### config.mk
export PLATFORM = sky130hd
export DESIGN_NAME = axi2rib_bridge
export DESIGN_NICKNAME = d
export VERILOG_FILES = /design/src/rtl/axi_lite_pkg.sv /design/src/rtl/axi_hold_reg.sv /design/src/rtl/axi2rib_bridge.sv
export SDC_FILE = /design/constraint.sdc
export NUM_CORES = 1
export LEC_CHECK = 0
export CORE_MARGIN = 3
export CORE_UTILIZATION = 45
export DETAILED_ROUTE_END_ITERATION = 12
export PLACE_DENSITY = 0.8
export SYNTH_ARGS = -nofsm -noshare
export SYNTH_HDL_FRONTEND = slang
export SYNTH_SLANG_ARGS = --single-unit
export TNS_END_PERCENT = 100
### constraint.sdc
create_clock -name clk -period 2.5 [get_ports clk]
set_clock_uncertainty 0.2 [all_clocks]
set_input_delay 0.5 -clock clk [delete_from_list [all_inputs] [get_ports clk]]
set_output_delay 0.5 -clock clk [all_outputs]
set_load 0.02 [all_outputs]
### src/rtl/axi_lite_pkg.sv
// Shared types for the AXI4-Lite to RIB bridge.
// RIB bus widths, AXI response codes and the bridge FSM encoding.
package axi_lite_pkg;

  localparam int MEM_ADDR_W = 32;
  localparam int MEM_DATA_W = 32;

  localparam logic [1:0] RESP_OKAY   = 2'b00;
  localparam logic [1:0] RESP_SLVERR = 2'b10;

  typedef enum logic [2:0] {
    IDLE,
    RD_REQ,
    RD_RESP,
    RMW_RD,
    WR_REQ,
    WR_RESP
  } state_e;

  function automatic logic [MEM_DATA_W-1:0] merge_bytes(
    input logic [MEM_DATA_W-1:0] nw,
    input logic [MEM_DATA_W-1:0] old,
    input logic [3:0]            strb
  );
    logic [MEM_DATA_W-1:0] m;
    for (int i = 0; i < 4; i++) begin
      m[8*i +: 8] = strb[i] ? nw[8*i +: 8] : old[8*i +: 8];
    end
    return m;
  endfunction

endpackage

### src/rtl/axi_hold_reg.sv
// One-entry valid/ready holding register for an AXI request channel.
// Accepts only while enabled and empty; emptied by an explicit clear.
module axi_hold_reg #(
  parameter int W = 32
) (
  input  logic         clk,
  input  logic         rst,
  input  logic         valid,
  input  logic         en,
  input  logic         clr,
  input  logic [W-1:0] data,
  output logic         ready,
  output logic         held,
  output logic [W-1:0] q
);

  assign ready = en && !held;

  always_ff @(posedge clk) begin
    if (rst) begin
      held <= 1'b0;
      q    <= '0;
    end else if (clr) begin
      held <= 1'b0;
    end else if (valid && ready) begin
      held <= 1'b1;
      q    <= data;
    end
  end

endmodule

### src/rtl/axi2rib_bridge.sv
// AXI4-Lite slave to RIB master bridge (RIB master port 3).
// Single-beat accesses; partial strobes use read-modify-write.
import axi_lite_pkg::*;

module axi2rib_bridge #(
  parameter int RIB_LAT    = 1,
  parameter int NUM_SLAVES = 6
) (
  input  logic        clk,
  input  logic        rst,
  input  logic        s_awvalid,
  output logic        s_awready,
  input  logic [31:0] s_awaddr,
  input  logic        s_wvalid,
  output logic        s_wready,
  input  logic [31:0] s_wdata,
  input  logic [3:0]  s_wstrb,
  output logic        s_bvalid,
  input  logic        s_bready,
  output logic [1:0]  s_bresp,
  input  logic        s_arvalid,
  output logic        s_arready,
  input  logic [31:0] s_araddr,
  output logic        s_rvalid,
  input  logic        s_rready,
  output logic [31:0] s_rdata,
  output logic [1:0]  s_rresp,
  output logic        req_o,
  output logic        we_o,
  output logic [31:0] addr_o,
  output logic [31:0] data_o,
  input  logic [31:0] data_i,
  output logic        busy_o
);

  localparam logic [3:0] LAST = 4'(RIB_LAT - 1);
  localparam logic [4:0] NS   = 5'(NUM_SLAVES);

  state_e state, state_d;
  logic [3:0]  cnt;
  logic        last_wr;
  logic [31:0] rdata_q, old_q;
  logic [1:0]  rresp_q, bresp_q;

  logic        aw_held, w_held, ar_held;
  logic [31:0] aw_q, ar_q, wdata_q;
  logic [3:0]  wstrb_q;
  logic        idle, clr_ar, clr_w;
  logic        pick_wr, pick_rd, sub_last;
  logic        aw_ok, ar_ok;
  logic [31:0] merged;

  assign idle     = state == IDLE;
  assign sub_last = cnt == LAST;
  assign aw_ok    = {1'b0, aw_q[31:28]} < NS;
  assign ar_ok    = {1'b0, ar_q[31:28]} < NS;
  assign merged   = merge_bytes(wdata_q, old_q, wstrb_q);

  // Ties alternate; last_wr resets high so a read wins the first tie.
  assign pick_wr = aw_held && w_held && (!ar_held || !last_wr);
  assign pick_rd = ar_held && !pick_wr;

  axi_hold_reg #(.W(32)) u_aw (
    .clk(clk), .rst(rst), .valid(s_awvalid), .en(idle),
    .clr(clr_w), .data(s_awaddr), .ready(s_awready),
    .held(aw_held), .q(aw_q)
  );

  axi_hold_reg #(.W(36)) u_w (
    .clk(clk), .rst(rst), .valid(s_wvalid), .en(idle),
    .clr(clr_w), .data({s_wstrb, s_wdata}), .ready(s_wready),
    .held(w_held), .q({wstrb_q, wdata_q})
  );

  axi_hold_reg #(.W(32)) u_ar (
    .clk(clk), .rst(rst), .valid(s_arvalid), .en(idle),
    .clr(clr_ar), .data(s_araddr), .ready(s_arready),
    .held(ar_held), .q(ar_q)
  );

  always_comb begin
    state_d = state;
    req_o   = 1'b0;
    we_o    = 1'b0;
    addr_o  = '0;
    data_o  = '0;
    clr_ar  = 1'b0;
    clr_w   = 1'b0;
    unique case (state)
      IDLE: begin
        if (pick_rd) begin
          state_d = ar_ok ? RD_REQ : RD_RESP;
        end else if (pick_wr) begin
          if (!aw_ok || wstrb_q == 4'h0) state_d = WR_RESP;
          else if (wstrb_q == 4'hF)      state_d = WR_REQ;
          else                           state_d = RMW_RD;
        end
      end
      RD_REQ: begin
        req_o  = 1'b1;
        addr_o = ar_q & 32'hFFFF_FFFC;
        if (sub_last) state_d = RD_RESP;
      end
      RD_RESP: begin
        if (s_rready) begin
          clr_ar  = 1'b1;
          state_d = IDLE;
        end
      end
      RMW_RD: begin
        req_o  = 1'b1;
        addr_o = aw_q & 32'hFFFF_FFFC;
        if (sub_last) state_d = WR_REQ;
      end
      WR_REQ: begin
        req_o  = 1'b1;
        we_o   = 1'b1;
        addr_o = aw_q & 32'hFFFF_FFFC;
        data_o = merged;
        if (sub_last) state_d = WR_RESP;
      end
      WR_RESP: begin
        if (s_bready) begin
          clr_w   = 1'b1;
          state_d = IDLE;
        end
      end
      default: state_d = IDLE;
    endcase
  end

  always_ff @(posedge clk) begin
    if (rst) begin
      state   <= IDLE;
      cnt     <= '0;
      last_wr <= 1'b1;
      rdata_q <= '0;
      old_q   <= '0;
      rresp_q <= RESP_OKAY;
      bresp_q <= RESP_OKAY;
    end else begin
      state <= state_d;
      cnt   <= (state_d != state) ? 4'd0 : cnt + 4'd1;
      if (idle && pick_rd) begin
        last_wr <= 1'b0;
        if (!ar_ok) begin
          rresp_q <= RESP_SLVERR;
          rdata_q <= '0;
        end
      end
      if (idle && pick_wr) begin
        last_wr <= 1'b1;
        bresp_q <= aw_ok ? RESP_OKAY : RESP_SLVERR;
      end
      if (state == RD_REQ && sub_last) begin
        rdata_q <= data_i;
        rresp_q <= RESP_OKAY;
      end
      if (state == RMW_RD && sub_last) old_q <= data_i;
    end
  end

  assign s_rvalid = state == RD_RESP;
  assign s_bvalid = state == WR_RESP;
  assign s_rdata  = rdata_q;
  assign s_rresp  = rresp_q;
  assign s_bresp  = bresp_q;
  assign busy_o   = !idle;

endmodule

# --- Yosys cells after proc, flatten, opt, wreduce, memory -nomap -nowiden ---
# Index checks and enable logic that the tools add are counted.
word_totals:
  word_cells: 92
  out_inout_bits: 108
  ff_bits: 178
  input_bits: 139
op_classes:
  bitwise: 3
  n_lt_le_gt_ge: 2
  muxes: 27
  n_eq_ne: 8
  reduce_logical: 38
  n_addsub: 1
ops:
  columns: ["cell", "n"]
  rows:
  - ["32-bit two-way mux", 4]
  - ["32-bit case mux with 2 select lines", 1]
  - ["8-bit two-way mux", 4]
  - ["3-bit two-way mux", 9]
  - ["3-bit case mux with 6 select lines", 1]
  - ["1-bit logical AND", 13]
  - ["2-bit OR reduction", 6]
  - ["2-bit AND reduction", 5]
  - ["4-bit logical NOT", 2]
  - ["4-bit by 3-bit < comparator with 1-bit output (second input constant)", 2]
  - ["1-bit logical NOT", 7]
  - ["3-bit by 2-bit == test with 1-bit output (second input constant)", 2]
  - ["3-bit == test (second input constant)", 2]
  - ["1-bit two-way mux", 6]
  - ["4-bit by 1-bit adder with 4-bit output (second input constant)", 1]
  - ["4-bit == test (second input constant)", 1]
  - ["2-bit two-way mux", 2]
  - ["3-bit by 1-bit == test with 1-bit output (second input constant)", 1]
  - ["3-bit logical NOT", 1]
  - ["3-bit inequality test", 1]
  - ["1-bit inverter", 3]
  - ["3-bit OR reduction", 1]
  - ["1-bit logical OR", 2]
  - ["2-bit by 1-bit inequality test with 1-bit output (second input constant)", 1]
  - ["2-bit nonzero test", 1]

# --- Longest topological paths before layout ---
# Gate-level depths: netlist of run 1.
logic_depth:
  depth_word: 9
  depth_mapped: 9
  mapped_depth_nobuf: 7

# --- Hierarchy ---
# From an unflattened synthesis of run 1, not the netlist that was laid out.
unflattened:
  hier_cells: 928
  area_unflattened_um2: 8479.4
by_module_without_submodules:
  columns: ["module", "instances", "seq_area_each_um2", "area_per_inst_um2", "cells_per_inst"]
  rows:
  - ["axi2rib_bridge", 1, 1481.4, 3774.9, 479]
  - ["axi_hold_reg at u_ar ...", 2, 660.6, 1510.2, 144]
  - ["axi_hold_reg at u_w", 1, 740.7, 1684.1, 161]

# --- Worst setup path before layout of run 1 ---
# Ideal clock, no wire load.
synth_path:
  kind: "register to output"
  startpoint: "register state[2]"
  endpoint: "output port addr_o[10]"
  path_buffers: 3
  path_stages_with_launch: 8
  arrival_time_ps: 1466
  path_slack_ps: 334
  cell_sequence: "dfxtp_1 > buf_4 > nor2b_2 > nand2b_2 > buf_6 > nand2_1 > clkbuf_1 > a22o_1"
synth_via:
  elab_chain_cells: 3
  elab_cells_between_ends: 5
synth_lines:
  columns: ["item", "line_no", "source"]
  rows:
  - ["from (decl)", "axi2rib_bridge.sv:39", "state_e state, state_d;"]
  - ["from (signal assigned)", "axi2rib_bridge.sv:142", "state <= state_d;"]
  - ["3-bit by 2-bit == test with 1-bit output or 3-bit == test (tied branches)", "axi2rib_bridge.sv:89", "unique case (state)"]
  - ["2-bit OR reduction (no source line)", null, null]
  - ["32-bit case mux with 2 select lines *", "axi2rib_bridge.sv:89", null]
  - ["to (decl)", "axi2rib_bridge.sv:30", "output logic [31:0] addr_o,"]
# Mark *: on every way between the ends. The rest lies on a longest branch, timed or not.

# --- Worst setup path in the final report of run 1 ---
layout_path:
  startpoint: "register state[1]"
  endpoint: "output port req_o"
layout_via:
  elab_chain_cells: 3
  elab_cells_between_ends: 5
layout_lines:
  columns: ["item", "line_no", "source"]
  rows:
  - ["3-bit by 1-bit == test with 1-bit output (tied with other cells)", "axi2rib_bridge.sv:89", null]
  - ["3-bit OR reduction (no source line) *", null, null]
  - ["1-bit two-way mux *", "axi2rib_bridge.sv:89", null]
  - ["to (decl)", "axi2rib_bridge.sv:28", "output logic req_o,"]
# Marks and branches as above.

==> flow_summary.yaml, run 1 <==
run_status:
  status: "completed"
detailed_routing:
  firstDrtPassIters: 7
  dr.max_layer_used: "met4"
  drcViolationCount: 0
  avgViaCountPerCell: 5.20
  wl_met1_mm: 9.17
  wl_met2_mm: 10.8
  met3_length_mm: 1.43
  routedWlPerCell_um: 16.4
  via_count: 7015
  drt_first_iter_violations: 508
  drt-total-wl_mm: 22.2
  antenna_left: 0
power_and_ir_drop:
  total_power_mw: 9.33
  p_leak_nw: 3.77
  max-vdd-ir-drop_uv: 503
  power_density_mw_per_mm2: 905
layout:
  seq_area_mm2: 0.00347
  multi_input_area_mm2: 0.00333
  final_nets: 1264
  final_cell_area_mm2: 0.0103
  finalNonFillerCells: 1348
  drive_above_1_share_pct: 12.6
  final_util_pct: 67.1
  area_delta_synth_final_pct: 44.1
  n_fill_cell: 1265
synthesis:
  synth.most_common_cell: "nand2_1"
  synthArstFlopShare_pct: 0
  ys_seq_area_share_pct: 48.4
  ys_warn_count: 0
  synth-edff-count: 0
  synthCells: 910
  yosysTopAreaCell: "dfxtp_1"
  syn_area_mm2: 0.00715
  postSynthAreaPerCell_um2: 7.86
  synth_common_cells: "nand2_1, dfxtp_1, a21oi_1"
  yosysTopAreaCellShare_pct: 48.4
  synthFlopType: "dfxtp_1"
  synth_area_leaders: "dfxtp_1, nand2_1, a21oi_1, mux2i_1, a22o_1"
  synth_cell_types: 47
  synth_seq_cells: 173
placement:
  postPlaceCellArea_mm2: 0.00976
  gp_congestion: 0.843
  pre_cts_slack_ps: -0.134
  port_buffers: 238
  dp.cells: 1312
  dp_hpwl_mm: 14.7
worst_setup_path:
  rr_startpoint: "u_w.q[33]$_SDFFE_PP0P_"
  cp_max_fo: 15
  cp_num_cells: 6
  start_kind: "flip-flop"
  worstSetupPathType: "flip-flop to primary output"
  crit_slowest_cell: "dfxtp_4"
  reg2reg_slack_ps: 330
  worst_ep_arrival_time_ps: 1760
  cp_top_family: "simple AND/OR/NAND/NOR gates"
  worst_r2r_path_depth: 6
  r2r_end: "cnt[3]$_SDFF_PP0_"
  required_ps: 1800
  crit_chain: "nor2b_2, nand2_1, nand2_4, buf_16, or2_2, clkbuf_2"
  critical_path_buf_inv_count: 2
  critPathCaptureType: "primary output"
  slowest_delay_ps: 370
  critPathLaunch: "state[1]$_SDFF_PP0_"
  worstSetupEndpoint: "req_o"
floorplanning:
  initial_utilization_pct: 46.5
  die_h_um: 132
  coreArea_mm2: 0.0154
  io_pins: 247
  dieArea_mm2: 0.0174
  dieWidth_um: 132
  rows: 45
sta:
  slew_viol_final: 0
  worst_slack_ps: 39.4
  hold_viol: 0
  setup_viol: 0
  max_freq_mhz: 406
  fin_crit_ps: 2460
  rsz0062_at_grt: "yes"
  worst_pin_slew_ps: 609
  slew_headroom_pct: 59.4
  hold_slack_ps: 254
  final.setup.tns_ps: 0
  fin_crit_sh_pct: 98.4
global_routing:
  grt_max_degree: 54
  antenna_found_initial: 1
  grt_pass1_vias: 6920
  grt_pass1_wl_mm: 35.7
  grt_overflow: 0
  grt.total_usage_pct: 25.3
cts:
  postCtsHoldBufs: 0
  clock_path_buffers: 2
  clock-sinks: 173
  clk_pin_slew_ps: 70
  cts_root_buf: "clkbuf_16"
  cts_buffers: 17
  clock_latency_ps: 430
  cts_max_level: 4
  cts_tree: "built"
hold_path:
  min_path_type: "flip-flop to flip-flop"
flow_run:
  max-cap-violations: 0
==> registers in the layout (all words and copies together), names as in the netlist <==
name       flops
s_rdata       32
u_aw.held      1
u_ar.q        30
u_w.held       1
u_aw.q        30
last_wr        1
old_q         32
s_bresp        1
s_rresp        1
u_ar.held      1
state          3
cnt            4
u_w.q         36
==> cells by family after synthesis <==
group	count (synthesis)	synth area share (%)
buffers and inverters	83	5.51
XOR/XNOR	2	0.245
multiplexers	33	4.62
AO/OA/AOI/OAI	210	17.1
flip-flops	173	48.4
other	1	0.0524
adder cells (fa/ha/maj)	2	0.350
AND/OR/NAND/NOR	406	23.7
==> where the power goes <==
group	leakage, nW	internal [mW]	switching [mW]
Combinational	2.07	1.24	1.83
Clock	0.293	1.59	1.16
Sequential	1.41	3.22	0.280
==> worst min-delay path by stage <==
| stage | cells past startpoint | startpoint | endpoint |
|---|---|---|---|
| 2_1_floorplan | 2 | old_q[0]$_SDFFE_PP0P_ | old_q[0]$_SDFFE_PP0P_ |
| 3_3_place_gp | 2 | u_w.q[26]$_SDFFE_PP0P_ | u_w.q[26]$_SDFFE_PP0P_ |
| 3_5_place_dp | 2 | u_w.q[28]$_SDFFE_PP0P_ | u_w.q[28]$_SDFFE_PP0P_ |
| 4_1_cts | 2 | u_w.q[28]$_SDFFE_PP0P_ | u_w.q[28]$_SDFFE_PP0P_ |
| 5_1_grt | 2 | u_ar.q[28]$_SDFFE_PP0P_ | u_ar.q[28]$_SDFFE_PP0P_ |
| 6_report | 2 | u_aw.q[19]$_SDFFE_PP0P_ | u_aw.q[19]$_SDFFE_PP0P_ |
==> timing repair <==
| item | 4_1_cts | 5_1_grt |
|---|---|---|
| resized for setup | 233 | 16 |
| setup endpoints to repair | 70 | 66 |
| cloned | 2 | 0 |
| pin swaps | 1 | 2 |
| setup buffers | 3 | 0 |
==> per-layer routing <==
layer,vias up,GRT usage (%)
li1,3451,-
met1,3272,30.3
met2,237,42.2
met3,55,7.44
met4,0,10.6
met5,-,0
==> worst register-to-register path: cells and delay by family (launching register included) <==
kind	cells	cell delay [ps]
AOI/OAI and AO/OA	2	620
and+or+nand+nor	3	600
DFF	1	430
buffers and inverters	1	220
==> cell usage in the layout (no fill, tap or decap), types with 3 or more instances in the layout <==
master	synthesis	layout
nand2_1	300	299
clkbuf_2	0	4
buf_4	8	26
dfxtp_1	173	170
buf_6	3	4
clkinvlp_4	0	3
nor4_1	4	4
clkdlybuf4s15_2	0	23
inv_6	0	4
clkdlybuf4s50_1	0	167
nand3_1	35	35
bufinv_16	0	3
dlygate4sd2_1	0	4
clkdlybuf4s15_1	0	7
nor2_1	41	41
clkbuf_16	0	17
a21o_1	3	3
buf_2	21	25
mux2i_1	33	33
and2_1	6	6
conb_1	1	4
buf_12	0	8
inv_1	3	3
a22o_1	30	30
a21oi_1	163	163
==> final cells by class <==
class / count / area share (%)
diodes: 1 / 0.0243
clock buffers: 17 / 4.13
clock inverters: 15 / 1.81
inverters: 5 / 0.182
multi-input cells: 657 / 32.3
flip-flops and latches: 173 / 33.7
well taps: 211 / 2.56
repair buffers: 269 / 25.3
Note: power is estimated with default switching activity, not from simulation.
==> run 2, diff against run 1 <==
--- a/config.mk
+++ b/config.mk
@@ -9,6 +9,7 @@
 export CORE_UTILIZATION = 45
 export DETAILED_ROUTE_END_ITERATION = 12
 export PLACE_DENSITY = 0.8
+export REMOVE_ABC_BUFFERS = 1
 export SYNTH_ARGS = -nofsm -noshare
 export SYNTH_HDL_FRONTEND = slang
 export SYNTH_SLANG_ARGS = --single-unit
==> run 2 against run 1 <==
Sequential cell count is the same. Wire length shrank 1.1%. Power shrank 0.96%. Count of clock-buffer cells in the layout grew 7. First-iteration DRC count shrank 43%. Critical path depth shrank 1. Hold slack is essentially flat. Final cell count grew 0.22%. Sequential share of layout area grew 0.066 points. Maximum frequency grew 1.4%. Non-clock buffer count grew 4.
==> flow_summary.yaml, run 2 (same netlist as run 1, synthesis figures left out) <==
run_status:
  status: "completed"
worst_setup_path:
  rr_startpoint: "state[1]$_SDFF_PP0_"
  cp_max_fo: 33
  crit_chain: "nor2b_4, nand2b_2, buf_12, nor2_1, clkdlybuf4s15_1"
  required_ps: 1800
  worst_ep_arrival_time_ps: 1730
  critPathLaunch: "state[2]$_SDFF_PP0_"
  slowest_delay_ps: 350
  crit_slowest_cell: "dfxtp_2"
  critPathCaptureType: "primary output"
  worstSetupPathType: "flip-flop to primary output"
  start_kind: "flip-flop"
layout:
  regMostFlops: "u_w.q"
  final_nets: 1268
  drive_above_1_share_pct: 10.6
  final_cell_mix: "nand2_1, dfxtp_1, clkdlybuf4s50_1"
  diodes: 0
  final_common_cell: "nand2_1"
  area_delta_synth_final_pct: 43.8
  largest_register_ffs: 36
global_routing:
  grt_pass1_wl_mm: 34.7
  grt_pass1_vias: 6743
  grt_overflow: 0
  antenna_found_initial: 0
  grt.total_usage_pct: 24.5
  grt_max_degree: 52
power_and_ir_drop:
  p_leak_nw: 3.88
  total_power_mw: 9.24
  power_density_mw_per_mm2: 898
  max-vdd-ir-drop_uv: 501
sta:
  setup_viol: 0
  hold_viol: 0
  slew_headroom_pct: 58.4
  max_freq_mhz: 412
  final.setup.tns_ps: 0
  fin_crit_sh_pct: 97.1
  fin_crit_ps: 2430
  worst_pin_slew_ps: 624
  slew_viol_final: 0
detailed_routing:
  firstDrtPassIters: 5
  drcViolationCount: 0
  via_count: 6991
  routedWlPerCell_um: 16.2
  avgViaCountPerCell: 5.17
  drt-total-wl_mm: 21.9
  antenna_left: 0
  drt_first_iter_violations: 290
cts:
  cts_max_level: 4
  clock_path_buffers: 2
  clock-sinks: 173
  cts_buffers: 17
  clock_latency_ps: 410
  cts_root_buf: "clkbuf_16"
  clk_pin_slew_ps: 60
  cts_tree: "built"
hold_path:
  min_path_type: "flip-flop to flip-flop"
  min_from: "old_q[12]$_SDFFE_PP0P_"
floorplanning:
  io_pins: 247
  dieArea_mm2: 0.0174
  die_h_um: 132
  initial_utilization_pct: 46.5
  coreArea_mm2: 0.0154
  rows: 45
  dieWidth_um: 132
placement:
  port_buffers: 238
  gp_congestion: 0.834
  dp_hpwl_mm: 14.8
flow_run:
  max-cap-violations: 0
==> run 2: cell types whose count changed in the layout (fill, tap and decap cells not counted), moves of 3 or more <==
cell | previous run | this run
inv_6 | 4 | 1
clkbuf_1 | 0 | 5
buf_12 | 8 | 12
nor2_2 | 0 | 3
dlygate4sd2_1 | 4 | 21
clkdlybuf4s15_2 | 23 | 3
==> run 2: area by class of cell <==
cell class | instances | area (µm²)
Clock buffer | 24 | 472
Clock inverter | 8 | 109
Fill cell | 1349 | 5080
Inverter | 5 | 18.8
Multi-Input combinational cell | 657 | 3320
Sequential cell | 173 | 3470
Tap cell | 211 | 264
Timing Repair Buffer | 273 | 2630
==> run 2: power by group <==
group	switching (mW)	leakage [nW]	total, mW	internal, mW
clock	1.07	0.271	2.60	1.53
combinational	1.82	2.20	3.14	1.32
sequential	0.275	1.41	3.49	3.22
total	3.17	3.88	9.24	6.07
==> run 2: timing repair <==
action                     4_1_cts  5_1_grt
buffers inserted                 3        0
hold buffers                     0        0
setup endpoints to repair       69       23
hold endpoints to repair         0        0
cloned                           1        0
gates resized for setup        174       27
pin swaps                        1        1
==> run 2: worst paths after layout <==
kind	endpoint	slack, ps	depth (start not counted)
hold / removal	old_q[12]$_SDFFE_PP0P_	250	2
setup reg to reg	s_rdata[17]$_SDFFE_PP0P_	370	9
hold reg to reg	old_q[12]$_SDFFE_PP0P_	250	2
setup / recovery	data_o[25]	70	5
==> run 2: worst max-delay path, delay by kind of cell (launching register included) <==
kind,cells,cell delay (ps)
simple gates,3,420
flops,1,350
buf+inv,2,520
==> run 2: per-stage QoR <==
stage | setup slack, ps | util [%] | instances | hold WS, ps | cell area, µm²
after floorplan | -685 | - | 835 | 230 | 6790
after global placement | 29.1 | 63.9 | 1315 | 241 | 9820
after detailed placement | -0.497 | 63.9 | 1315 | 247 | 9820
after CTS | 1.02 | 66.9 | 1351 | 255 | 10300
after global routing | -0.738 | 66.9 | 1351 | 269 | 10300
final | 72.3 | 66.9 | 1351 | 253 | 10300
==> run 2: routing by layer <==
layer  track usage (%)  routed length [µm]
met5                 0                   0
met4              8.23                 408
met3              10.1                2270
met2              40.4               10200
met1              29.1                9030
==> run 3, diff against run 2 <==
--- a/config.mk
+++ b/config.mk
@@ -5,10 +5,9 @@
 export SDC_FILE = /design/constraint.sdc
 export NUM_CORES = 1
 export LEC_CHECK = 0
-export CORE_MARGIN = 3
-export CORE_UTILIZATION = 45
+export CORE_MARGIN = 4
+export CORE_UTILIZATION = 35
 export DETAILED_ROUTE_END_ITERATION = 12
-export PLACE_DENSITY = 0.8
 export REMOVE_ABC_BUFFERS = 1
 export SYNTH_ARGS = -nofsm -noshare
 export SYNTH_HDL_FRONTEND = slang
==> run 3 against run 2 <==
Sequential share of layout area down 0.49 points. Clock power up 2%. Hold slack better by 0.50 ps. Sequential power about the same. Worst setup slack worse by 46 ps. Register-to-register slack worse by 40 ps.
==> flow_summary.yaml, run 3 (same netlist as run 1, synthesis figures left out) <==
worst_setup_path:
  required_ps: 1800
  critPathCaptureType: "primary output"
  critical_path_buf_inv_count: 4
  crit_chain: "buf_6, nor3b_4, buf_6, clkbuf_16, a22o_1, buf_6"
  worstSetupPathType: "flip-flop to primary output"
  r2r_end: "s_rdata[4]$_SDFFE_PP0P_"
  cp_max_fo: 8
  rr_startpoint: "state[2]$_SDFF_PP0_"
  reg2reg_slack_ps: 330
  worst_r2r_path_depth: 8
  cpMostUsedCell: "buf_6"
  slowest_delay_ps: 360
  cp_top_family: "buffers and inverters"
  start_kind: "flip-flop"
  cp_num_cells: 6
  crit_slowest_cell: "dfxtp_4"
  worst_ep_arrival_time_ps: 1770
floorplanning:
  die_h_um: 151
  coreArea_mm2: 0.0202
  initial_utilization_pct: 35.5
  dieArea_mm2: 0.0228
  dieWidth_um: 151
  rows: 52
  io_pins: 247
power_and_ir_drop:
  p_leak_nw: 3.93
  total_power_mw: 9.47
  max-vdd-ir-drop_uv: 455
  power_density_mw_per_mm2: 906
layout:
  area_delta_synth_final_pct: 46.2
  final_cell_mix: "nand2_1, dfxtp_1, clkdlybuf4s50_1"
  n_fill_cell: 2037
  regMostFlops: "u_w.q"
  final_common_cell: "nand2_1"
  drive_above_1_share_pct: 12.7
  largest_register_ffs: 36
  diodes: 0
  final_cell_area_mm2: 0.0105
  final_nets: 1274
placement:
  port_buffers: 238
  gp_congestion: 0.785
  postPlaceCellArea_mm2: 0.00989
  dp_hpwl_mm: 15.5
sta:
  worst_pin_slew_ps: 547
  hold_viol: 0
  slew_viol_final: 0
  max_freq_mhz: 404
  fin_crit_sh_pct: 98.9
  hold_slack_ps: 254
  fin_crit_ps: 2470
  setup_viol: 0
  slew_headroom_pct: 63.5
cts:
  clock-sinks: 173
  cts_buffers: 17
  postCtsHoldBufs: 0
  clock_path_buffers: 2
  clk_pin_slew_ps: 70
  cts_max_level: 4
  clock_latency_ps: 420
  cts_tree: "built"
  cts_root_buf: "clkbuf_16"
detailed_routing:
  drt_first_iter_violations: 231
  drcViolationCount: 0
  firstDrtPassIters: 4
  drt-total-wl_mm: 24.3
  routedWlPerCell_um: 17.1
  antenna_left: 0
  avgViaCountPerCell: 4.87
  via_count: 6895
global_routing:
  grt_pass1_wl_mm: 36.4
  grt_overflow: 0
  grt_max_degree: 72
  grt.total_usage_pct: 20.5
  antenna_found_initial: 0
  grt_pass1_vias: 6598
run_status:
  status: "completed"
hold_path:
  hold_path_depth: 2
  min_from: "u_aw.q[8]$_SDFFE_PP0P_"
  min_to: "u_aw.q[8]$_SDFFE_PP0P_"
  min_path_type: "flip-flop to flip-flop"
flow_run:
  max-cap-violations: 0
-- run 3: timing repair --
item | 4_1_cts | 5_1_grt
pin swaps | 1 | 3
resized for setup | 185 | 53
cloned | 2 | 3
setup buffers | 1 | 4
endpoints found under the setup margin | 70 | 50
-- run 3: worst max-delay path by stage --
stage | start | to
after global routing | state[2]$_SDFF_PP0_ | addr_o[31]
after detailed placement | state[1]$_SDFF_PP0_ | addr_o[16]
after floorplan | state[0]$_SDFF_PP0_ | cnt[2]$_SDFF_PP0_
after CTS | state[2]$_SDFF_PP0_ | data_o[16]
after global placement | state[1]$_SDFF_PP0_ | addr_o[16]
final | state[2]$_SDFF_PP0_ | addr_o[31]
-- run 3: tightest hold or removal path, stage by stage (launching register included) --
cell,delay [ps]
dfxtp_1,310
nand2_1,50
a21oi_1,50
-- run 3: where the power goes --
group,leakage [nW],switching (mW),internal (mW)
combinational,2.24,1.95,1.40
sequential,1.41,0.268,3.22
clock,0.281,1.22,1.42
total,3.93,3.44,6.03
-- run 3: through the flow --
step	utilization, %	setup WS, ps	std cells	setup TNS (ps)
after floorplan	-	-685	835	-27550
after global placement	49.1	-7.80	1375	-17.9
after detailed placement	49.1	-23.2	1375	-93.7
after CTS	51.5	-6.65	1410	-8.30
after global routing	51.8	-16.9	1416	-16.9
final	51.8	26.6	1416	0
-- run 3: per-layer routing --
layer | global-route usage, % | vias up | wire, µm
met4 | 4.81 | 0 | 201
li1 | - | 3472 | -
met2 | 33.4 | 213 | 11200
met1 | 25.8 | 3196 | 10600
met5 | 0 | - | 0
met3 | 7.81 | 14 | 2330
-- run 3: area by class of cell --
class | count | area [µm²] | area share, %
clock buffers | 18 | 429 | 4.10
repair buffers | 279 | 2700 | 25.8
inverters | 5 | 18.8 | 0.179
multi-input cells | 657 | 3350 | 32.0
clock inverters | 14 | 153 | 1.46
flip-flops and latches | 173 | 3470 | 33.2
well taps | 270 | 338 | 3.23
